<file path="src/rtl/tff_counter.sv">
// tff_counter
//   Up/down counter built from a bank of WIDTH toggle flip-flops. Every state
//   change, including load, wrap and reset-free saturation, is a per-bit
//   toggle vector applied to the register, so q and qb always move together.
//   Count range is 0..MODULUS-1.
//
// Parameters
//   WIDTH    counter width in bits, 1..32
//   MODULUS  number of states, 2..2**WIDTH
//
// Ports
//   clk   in   rising-edge clock
//   rst   in   asynchronous active-high reset
//   en    in   count enable
//   up    in   1 = increment, 0 = decrement
//   load  in   synchronous parallel load (beats en)
//   d     in   load value, clamped to MODULUS-1
//   q     out  registered count
//   qb    out  registered complement of q
//   tc    out  terminal count, combinational, for cascading into next en
//   wrap  out  one-cycle registered pulse after a boundary wrap
//
// Build option
//   TFF_COUNTER_SAT_EN  when defined, the counter saturates at the range
//                       boundaries instead of wrapping; wrap stays 0.

module tff_counter #(
  parameter int     WIDTH   = 4,
  parameter longint MODULUS = 16
) (
  input  logic             clk,
  input  logic             rst,
  input  logic             en,
  input  logic             up,
  input  logic             load,
  input  logic [WIDTH-1:0] d,
  output logic [WIDTH-1:0] q,
  output logic [WIDTH-1:0] qb,
  output logic             tc,
  output logic             wrap
);

  localparam logic [63:0]      MOD64 = 64'(MODULUS);
  localparam logic [WIDTH-1:0] MAX   = WIDTH'(MODULUS - 1);

  if (WIDTH < 1 || WIDTH > 32) begin : g_bad_width
    $error("tff_counter: WIDTH must be in 1..32");
  end

  if (MODULUS < 2 || MODULUS > (longint'(1) << WIDTH)) begin : g_bad_modulus
    $error("tff_counter: MODULUS must be in 2..2**WIDTH");
  end

  logic [WIDTH-1:0] q_r;
  logic [WIDTH-1:0] qb_r;
  logic             wrap_r;

  logic [WIDTH-1:0] t_up;
  logic [WIDTH-1:0] t_dn;
  logic [WIDTH-1:0] t;
  logic [WIDTH-1:0] load_val;
  logic             wrap_nxt;
  logic             at_max;
  logic             at_zero;
  logic [63:0]      d_ext;

  assign at_max  = (q_r == MAX);
  assign at_zero = (q_r == '0);

  assign d_ext    = {{(64 - WIDTH){1'b0}}, d};
  assign load_val = (d_ext >= MOD64) ? MAX : d;

  // Ripple-free binary toggle vectors: bit i flips when all lower bits are
  // 1 (counting up) or all lower bits are 0, i.e. qb bits are 1 (down).
  always_comb begin
    t_up    = '0;
    t_dn    = '0;
    t_up[0] = 1'b1;
    t_dn[0] = 1'b1;
    for (int i = 1; i < WIDTH; i++) begin
      t_up[i] = t_up[i-1] & q_r[i-1];
      t_dn[i] = t_dn[i-1] & qb_r[i-1];
    end
  end

  // Everything is expressed as a toggle: load toggles the bits that differ
  // from the target, the up-wrap toggles every set bit to reach zero, and the
  // down-wrap from zero toggles exactly the bits of MAX.
  always_comb begin
    t        = '0;
    wrap_nxt = 1'b0;
    if (load) begin
      t = q_r ^ load_val;
    end else if (en) begin
      if (up) begin
        if (at_max) begin
`ifdef TFF_COUNTER_SAT_EN
          t = '0;
`else
          t        = q_r;
          wrap_nxt = 1'b1;
`endif
        end else begin
          t = t_up;
        end
      end else begin
        if (at_zero) begin
`ifdef TFF_COUNTER_SAT_EN
          t = '0;
`else
          t        = MAX;
          wrap_nxt = 1'b1;
`endif
        end else begin
          t = t_dn;
        end
      end
    end
  end

  always_ff @(posedge clk or posedge rst) begin
    if (rst) begin
      q_r    <= '0;
      qb_r   <= '1;
      wrap_r <= 1'b0;
    end else begin
      q_r    <= q_r ^ t;
      qb_r   <= qb_r ^ t;
      wrap_r <= wrap_nxt;
    end
  end

  assign q    = q_r;
  assign qb   = qb_r;
  assign wrap = wrap_r;
  assign tc   = en & ((up & at_max) | (~up & at_zero));

endmodule

</file>
<file path="config.mk">
export PLATFORM = sky130hd
export DESIGN_NAME = tff_counter
export DESIGN_NICKNAME = d
export VERILOG_FILES = /design/src/rtl/tff_counter.sv
export SDC_FILE = /design/constraint.sdc
export NUM_CORES = 1
export LEC_CHECK = 0
export ABC_AREA = 1
export ABC_CLOCK_PERIOD_IN_PS = 1200
export BUFFER_PORTS_ARGS = -buffer_cell sky130_fd_sc_hd__buf_4
export CAP_MARGIN = 5
export CORE_MARGIN = 5
export CORE_UTILIZATION = 35
export CTS_BUF_LIST = sky130_fd_sc_hd__clkbuf_8
export CTS_CLUSTER_DIAMETER = 200
export DETAILED_ROUTE_END_ITERATION = 16
export PLACE_DENSITY = 0.65
export SYNTH_ARGS = -nofsm -noshare
export SYNTH_HDL_FRONTEND = slang
export SYNTH_SLANG_ARGS = --single-unit
export TNS_END_PERCENT = 10
</file>
<file path="constraint.sdc">
create_clock -name clk -period 1.2 [get_ports clk]
set_input_delay 0.06 -clock clk [delete_from_list [all_inputs] [get_ports clk]]
set_output_delay 0.06 -clock clk [all_outputs]
set_load 0.01 [all_outputs]
</file>
* After elaboration in Yosys (flattened, before gate mapping)
Cells that the tools add are included.
** Storage, ports and cells
- Memory bits (read-only) :: 0
- Word-level logic and storage cells :: 29
- Memories kept :: 0
- Latch bits :: 0
- Output and inout bits :: 10
- Register bits after elaboration :: 9
- RAM bits :: 0
- Input port bits :: 9
** Operators by class
- Equality and inequality tests :: 1
- Muxes and demuxes :: 11
- Divide/modulo/power cells :: 0
- Reductions and logical operators :: 1
- Shifts and indexed selects :: 0
- Bitwise operators :: 12
- Add/sub/neg operators :: 0
- $mul :: 0
- Order comparisons :: 1
** Operators with widths (count)
- $mux W4 :: 6
- $xor A4 B4 Y4 :: 3
- $and A1 B1 Y1 :: 7
- $ge A4 B5 Y1 const B :: 1
- $mux W1 :: 5
- $eq A4 B4 Y1 const B :: 1
- $logic_not A4 Y1 :: 1
- $not A1 Y1 :: 1
- $or A1 B1 Y1 :: 1

* Depth between registers and ports, before layout
- Depth in word-level cells :: 7
- Depth in mapped cells :: 8

* Least setup slack after synthesis
OpenSTA, ideal clock, no wires.
- Path kind :: reg2reg
- Start :: reg q_r[1] (netlist: q[1])
- End :: reg q_r[3] (netlist: q[3])
- Cell stages (with the launch flop) :: 8
- Arrival :: 0.990 ns
- Required time :: 1.083 ns
- Path slack :: 0.093 ns
- Path through :: dfrtp_1 -> buf_2 -> a21oi_1 -> nor2_2 -> nand2_2 -> nand2_2 -> nand2_1 -> nand2_1
** On the way
- Cells in the longest elaborated chain, start to end :: 7
** Ends and longest elaborated chain
- from (decl) :: line 54 : logic [WIDTH-1:0] q_r;
- from (signal assigned) :: line 127 : q_r <= q_r ^ t;
- $and A1 B1 Y1 (2 in series) :: line 81 : t_up[i] = t_up[i-1] & q_r[i-1];
- $mux W4 :: line 96 : if (at_max) begin
- $mux W4 * :: line 95 : if (up) begin
- $mux W4 * :: line 94 : end else if (en) begin
- $mux W4 * :: line 92 : if (load) begin
- $xor A4 B4 Y4 * :: line 127
Every way passes the cells marked *; elsewhere a longest branch is shown, timed or not.

* Final worst setup path
- Start :: reg q_r[3] (netlist: q[3])
- End :: out tc
** On the way
- Cells in the longest elaborated chain, start to end :: 4
** Ends and longest elaborated chain
- $eq A4 B4 Y1 / $logic_not A4 Y1 (equally long branches) :: line 67, 68
- $and A1 B1 Y1 :: line 136 : assign tc = en & ((up & at_max) | (~up & at_zero));
- $or A1 B1 Y1 * :: line 136
- $and A1 B1 Y1 * :: line 136
- to (decl) :: line 39 : output logic tc,
Marked as above.

==> run summary <==
TIMING
--------------------------------------------------------------------------------------
Slew at the pin closest to its max-slew limit ...........................       341 ps
Slew margin rel. ........................................................        0.772
Count of final max-slew check failures ..................................            0
Highest Clock Rate ......................................................    0.782 GHz
Unrepaired setup endpoints after global routing .........................         true
Setup WS post-layout ....................................................     -79.1 ps
Final-report hold violation count .......................................            0
Part of the cycle the worst path needs ..................................         1.07
Post-route minimum period ...............................................      1280 ps
Final setup violation count .............................................            1
Clock Skew ..............................................................      5.34 ps

DETAILED ROUTING
--------------------------------------------------------------------------------------
Average wire per cell in the routed design ..............................      11.2 um
Via count ...............................................................          599
Detailed Route WL .......................................................      1410 um
Routed via count divided by cell count ..................................         4.79
Initial detailed-routing violation count ................................           12
Drt pass-1 iters ........................................................            4
ANT nets after route ....................................................            0
Drc violations ..........................................................            0

CRITICAL PATH
--------------------------------------------------------------------------------------
Kind of capture point of the worst setup path ...........................  output port
Required time of the critical path ......................................      1140 ps
Critical path class .....................................................   reg -> out
Max FO, Critical Path ...................................................            4
WP data arrival .........................................................      1220 ps
Element type at the critical path start .................................         flop

LAYOUT
--------------------------------------------------------------------------------------
Number of fillers in the final layout ...................................          159
Fraction of layout instances using a drive strength above 1 .............        0.495
Number of diodes ........................................................            0
Net count of the finished layout ........................................          119
Layout Cell Area excl Fill ..............................................      863 um2
Final standard cell count with taps included and fillers excluded .......          125
Synth-to-layout area growth .............................................        49.0%

SYNTHESIS
--------------------------------------------------------------------------------------
Syn Nets ................................................................           90
Biggest area contributors in the synthesized netlist .................... sky130_fd_sc_hd__dfrtp_1 (22%), sky130_fd_sc_hd__dfstp_2 (18%), sky130_fd_sc_hd__nand2_1 (14%), sky130_fd_sc_hd__nand3_1 (10%), sky130_fd_sc_hd__inv_1 (7.8%)
Post-synthesis cell count ...............................................           81
Post-Synthesis Mean Instance Area .......................................     7.15 um2
Synth async-reset ratio .................................................         1.00
Number of distinct library cells after synthesis ........................           16
Main flop type after synthesis .......................................... sky130_fd_sc_hd__dfrtp_1
Warnings, synthesis .....................................................            0
Area share of the largest cell type after synthesis .....................        0.216
Combined area of all synthesized cells ..................................      579 um2
Sequential element share of the synthesized area ........................        0.397
Library cell with the largest summed area after synthesis ............... sky130_fd_sc_hd__dfrtp_1
Number of synthesized register bits .....................................            9
EDFF count, synth .......................................................            0

CLOCK TREE
--------------------------------------------------------------------------------------
Clock insertion delay at the later pin of the skew report ...............       240 ps
Total CTS buffers .......................................................            3
Worst-path clk slew .....................................................        40 ps
Max Root-Sink Buffers ...................................................            2
TritonCTS clock tree ....................................................          yes
Clock tree root buffer cell ............................................. sky130_fd_sc_hd__clkbuf_8
Number of clock sinks ...................................................            9
Level count of the clock H-tree .........................................            1

PLACE
--------------------------------------------------------------------------------------
Total instance count after detailed placement ...........................          115
Cell area after placement ...............................................      737 um2
Hpwl dp .................................................................       975 um
Weighted congestion reported at the end of routability-driven placement .        0.750
Total of buffers placed on input and output ports .......................           18

POWER
--------------------------------------------------------------------------------------
LEAKAGE .................................................................  0.000471 uW
Total chip power ........................................................      2140 uW
Worst VDD drop ..........................................................      1.40 mV
Power per Cell Area .....................................................  2480 nW/um2

JOB
--------------------------------------------------------------------------------------
Maximum capacitance violations ..........................................            0

FLOORPLANNING
--------------------------------------------------------------------------------------
Initial core utilization ................................................        0.376
Total I/O pin count .....................................................           19
Core footprint ..........................................................     1540 um2
Die span in x ...........................................................      50.7 um
Number of rows in the core area .........................................           14
Vert. Die Dim ...........................................................      50.7 um
Overall die area ........................................................     2570 um2

STATUS
--------------------------------------------------------------------------------------
Outcome ................................................................. finished, violations left
Failing checks .......................................................... negative setup slack

WORST HOLD PATH
--------------------------------------------------------------------------------------
Min-Delay Path Class ....................................................    in -> reg

GLOBAL ROUTING
--------------------------------------------------------------------------------------
Antenna violations before repair ........................................            0
Number of global-route vias before repair ...............................          567
Overall Global Routing Usage ............................................        0.120
Total gr overflow .......................................................            0
Largest net degree at the start of global routing .......................           10
Global-route wire length before repair ..................................      2330 um

==> report_power, final <==
part           switching, uW  internal [uW]  leakage (uW)  total (uW)
logic                    559            548      0.000346        1110
clock network            127            227     0.0000255         354
registers                167            514     0.0000993         681
total                    853           1290      0.000471        2140
==> layout by cell type (no fill, tap or decap) <==
| cell type | instances |
|---|---|
| sky130_fd_sc_hd__nand2_2 | 9 |
| sky130_fd_sc_hd__nand3_1 | 12 |
| sky130_fd_sc_hd__nor2_2 | 3 |
| sky130_fd_sc_hd__nor3_1 | 1 |
| sky130_fd_sc_hd__nor2_1 | 3 |
| sky130_fd_sc_hd__a21oi_1 | 1 |
| sky130_fd_sc_hd__dfrtp_1 | 1 |
| sky130_fd_sc_hd__buf_4 | 23 |
| sky130_fd_sc_hd__dfstp_2 | 4 |
| sky130_fd_sc_hd__clkinv_2 | 1 |
| sky130_fd_sc_hd__buf_6 | 1 |
| sky130_fd_sc_hd__nand2_4 | 1 |
| sky130_fd_sc_hd__a21boi_1 | 1 |
| sky130_fd_sc_hd__dfrtp_2 | 4 |
| sky130_fd_sc_hd__dlygate4sd3_1 | 1 |
| sky130_fd_sc_hd__nand2_1 | 19 |
| sky130_fd_sc_hd__nor2_4 | 1 |
| sky130_fd_sc_hd__xor2_1 | 4 |
| sky130_fd_sc_hd__inv_2 | 1 |
| sky130_fd_sc_hd__inv_1 | 12 |
| sky130_fd_sc_hd__clkbuf_8 | 3 |
| sky130_fd_sc_hd__o21ai_2 | 3 |
==> routing by layer <==
layer,global-route usage,wire length [um],vias up
met5,0,0,-
met2,0.186,731,16
met4,0.0511,14,0
li1,-,-,307
met3,0.0592,93,4
met1,0.140,565,272
==> worst max-delay path: stages (launching register included) <==
cell                      delay [ps]
sky130_fd_sc_hd__dfrtp_2         430
sky130_fd_sc_hd__nor2_2          120
sky130_fd_sc_hd__nand2_2          70
sky130_fd_sc_hd__nand2_2          70
sky130_fd_sc_hd__o21ai_2          70
sky130_fd_sc_hd__nor2_1          100
sky130_fd_sc_hd__buf_4           130
==> timing repair <==
| item | CTS | global route |
|---|---|---|
| setup endpoints to repair | 1 | 6 |
| pin swaps | 2 | 3 |
| buffers inserted | 4 | 1 |
| endpoints found under the hold margin | 5 | 0 |
| gates resized for setup | 5 | 8 |
| cloned | 0 | 0 |
| hold buffers | 1 | 0 |
==> worst paths after layout <==
path                                 start         endpoint  slack [ps]  cells past startpoint
hold / removal                        load   wrap$_DFF_PP0_          60                      2
min in group asynchronous              rst   q[2]$_DFF_PP0_         350                      3
max in group asynchronous              rst  qb[3]$_DFF_PP1_         550                      3
setup reg to reg            q[1]$_DFF_PP0_   q[3]$_DFF_PP0_          20                      7
setup / recovery            q[3]$_DFF_PP0_               tc         -80                      6
hold reg to reg            qb[3]$_DFF_PP1_  qb[3]$_DFF_PP1_         490                      2
==> registers in the layout (all words and copies together), names as in the netlist <==
register and flops:
qb 4, q 4, wrap 1
==> kinds of logic after synthesis <==
| logic type | count (synthesis) | share of synthesized area |
|---|---|---|
| compound gates | 5 | 0.0605 |
| xor+xnor | 4 | 0.0605 |
| buf+inv | 14 | 0.0929 |
| flops | 9 | 0.397 |
| simple gates | 49 | 0.389 |
==> per-stage QoR <==
| step | hold slack [ps] | util | setup WS, ps | TNS [ps] |
|---|---|---|---|---|
| 2_1_floorplan | -115 | - | 92.8 | 0 |
| 3_3_place_gp | 53.3 | 0.478 | 113 | 0 |
| 3_5_place_dp | 51.9 | 0.478 | 84.1 | 0 |
| 4_1_cts | 63.5 | 0.538 | -34.6 | -34.6 |
| 5_1_grt | 55.9 | 0.560 | -197 | -463 |
| 6_report | 62.6 | 0.560 | -79.1 | -79.1 |
==> final cells by class <==
class / count / area (um2) / share of cell area
clock buffer: 3 / 41.3 / 0.0478
clock inverter: 1 / 5.00 / 0.00580
inverter: 13 / 48.8 / 0.0565
multi-input combinational: 58 / 319 / 0.370
sequential: 9 / 235 / 0.272
tap: 16 / 20.0 / 0.0232
timing repair buffer: 25 / 194 / 0.225
==> cells in the mapped netlist (2+ instances only) <==
master and number:
sky130_fd_sc_hd__dfstp_2 4, sky130_fd_sc_hd__o21ai_2 2, sky130_fd_sc_hd__nor2_2 3, sky130_fd_sc_hd__nand3_1 12, sky130_fd_sc_hd__nor2_1 4, sky130_fd_sc_hd__dfrtp_1 5
sky130_fd_sc_hd__nand2_1 22, sky130_fd_sc_hd__nand2_2 7, sky130_fd_sc_hd__inv_1 12, sky130_fd_sc_hd__xor2_1 4
No activity file was read; power rests on OpenSTA's default activity.
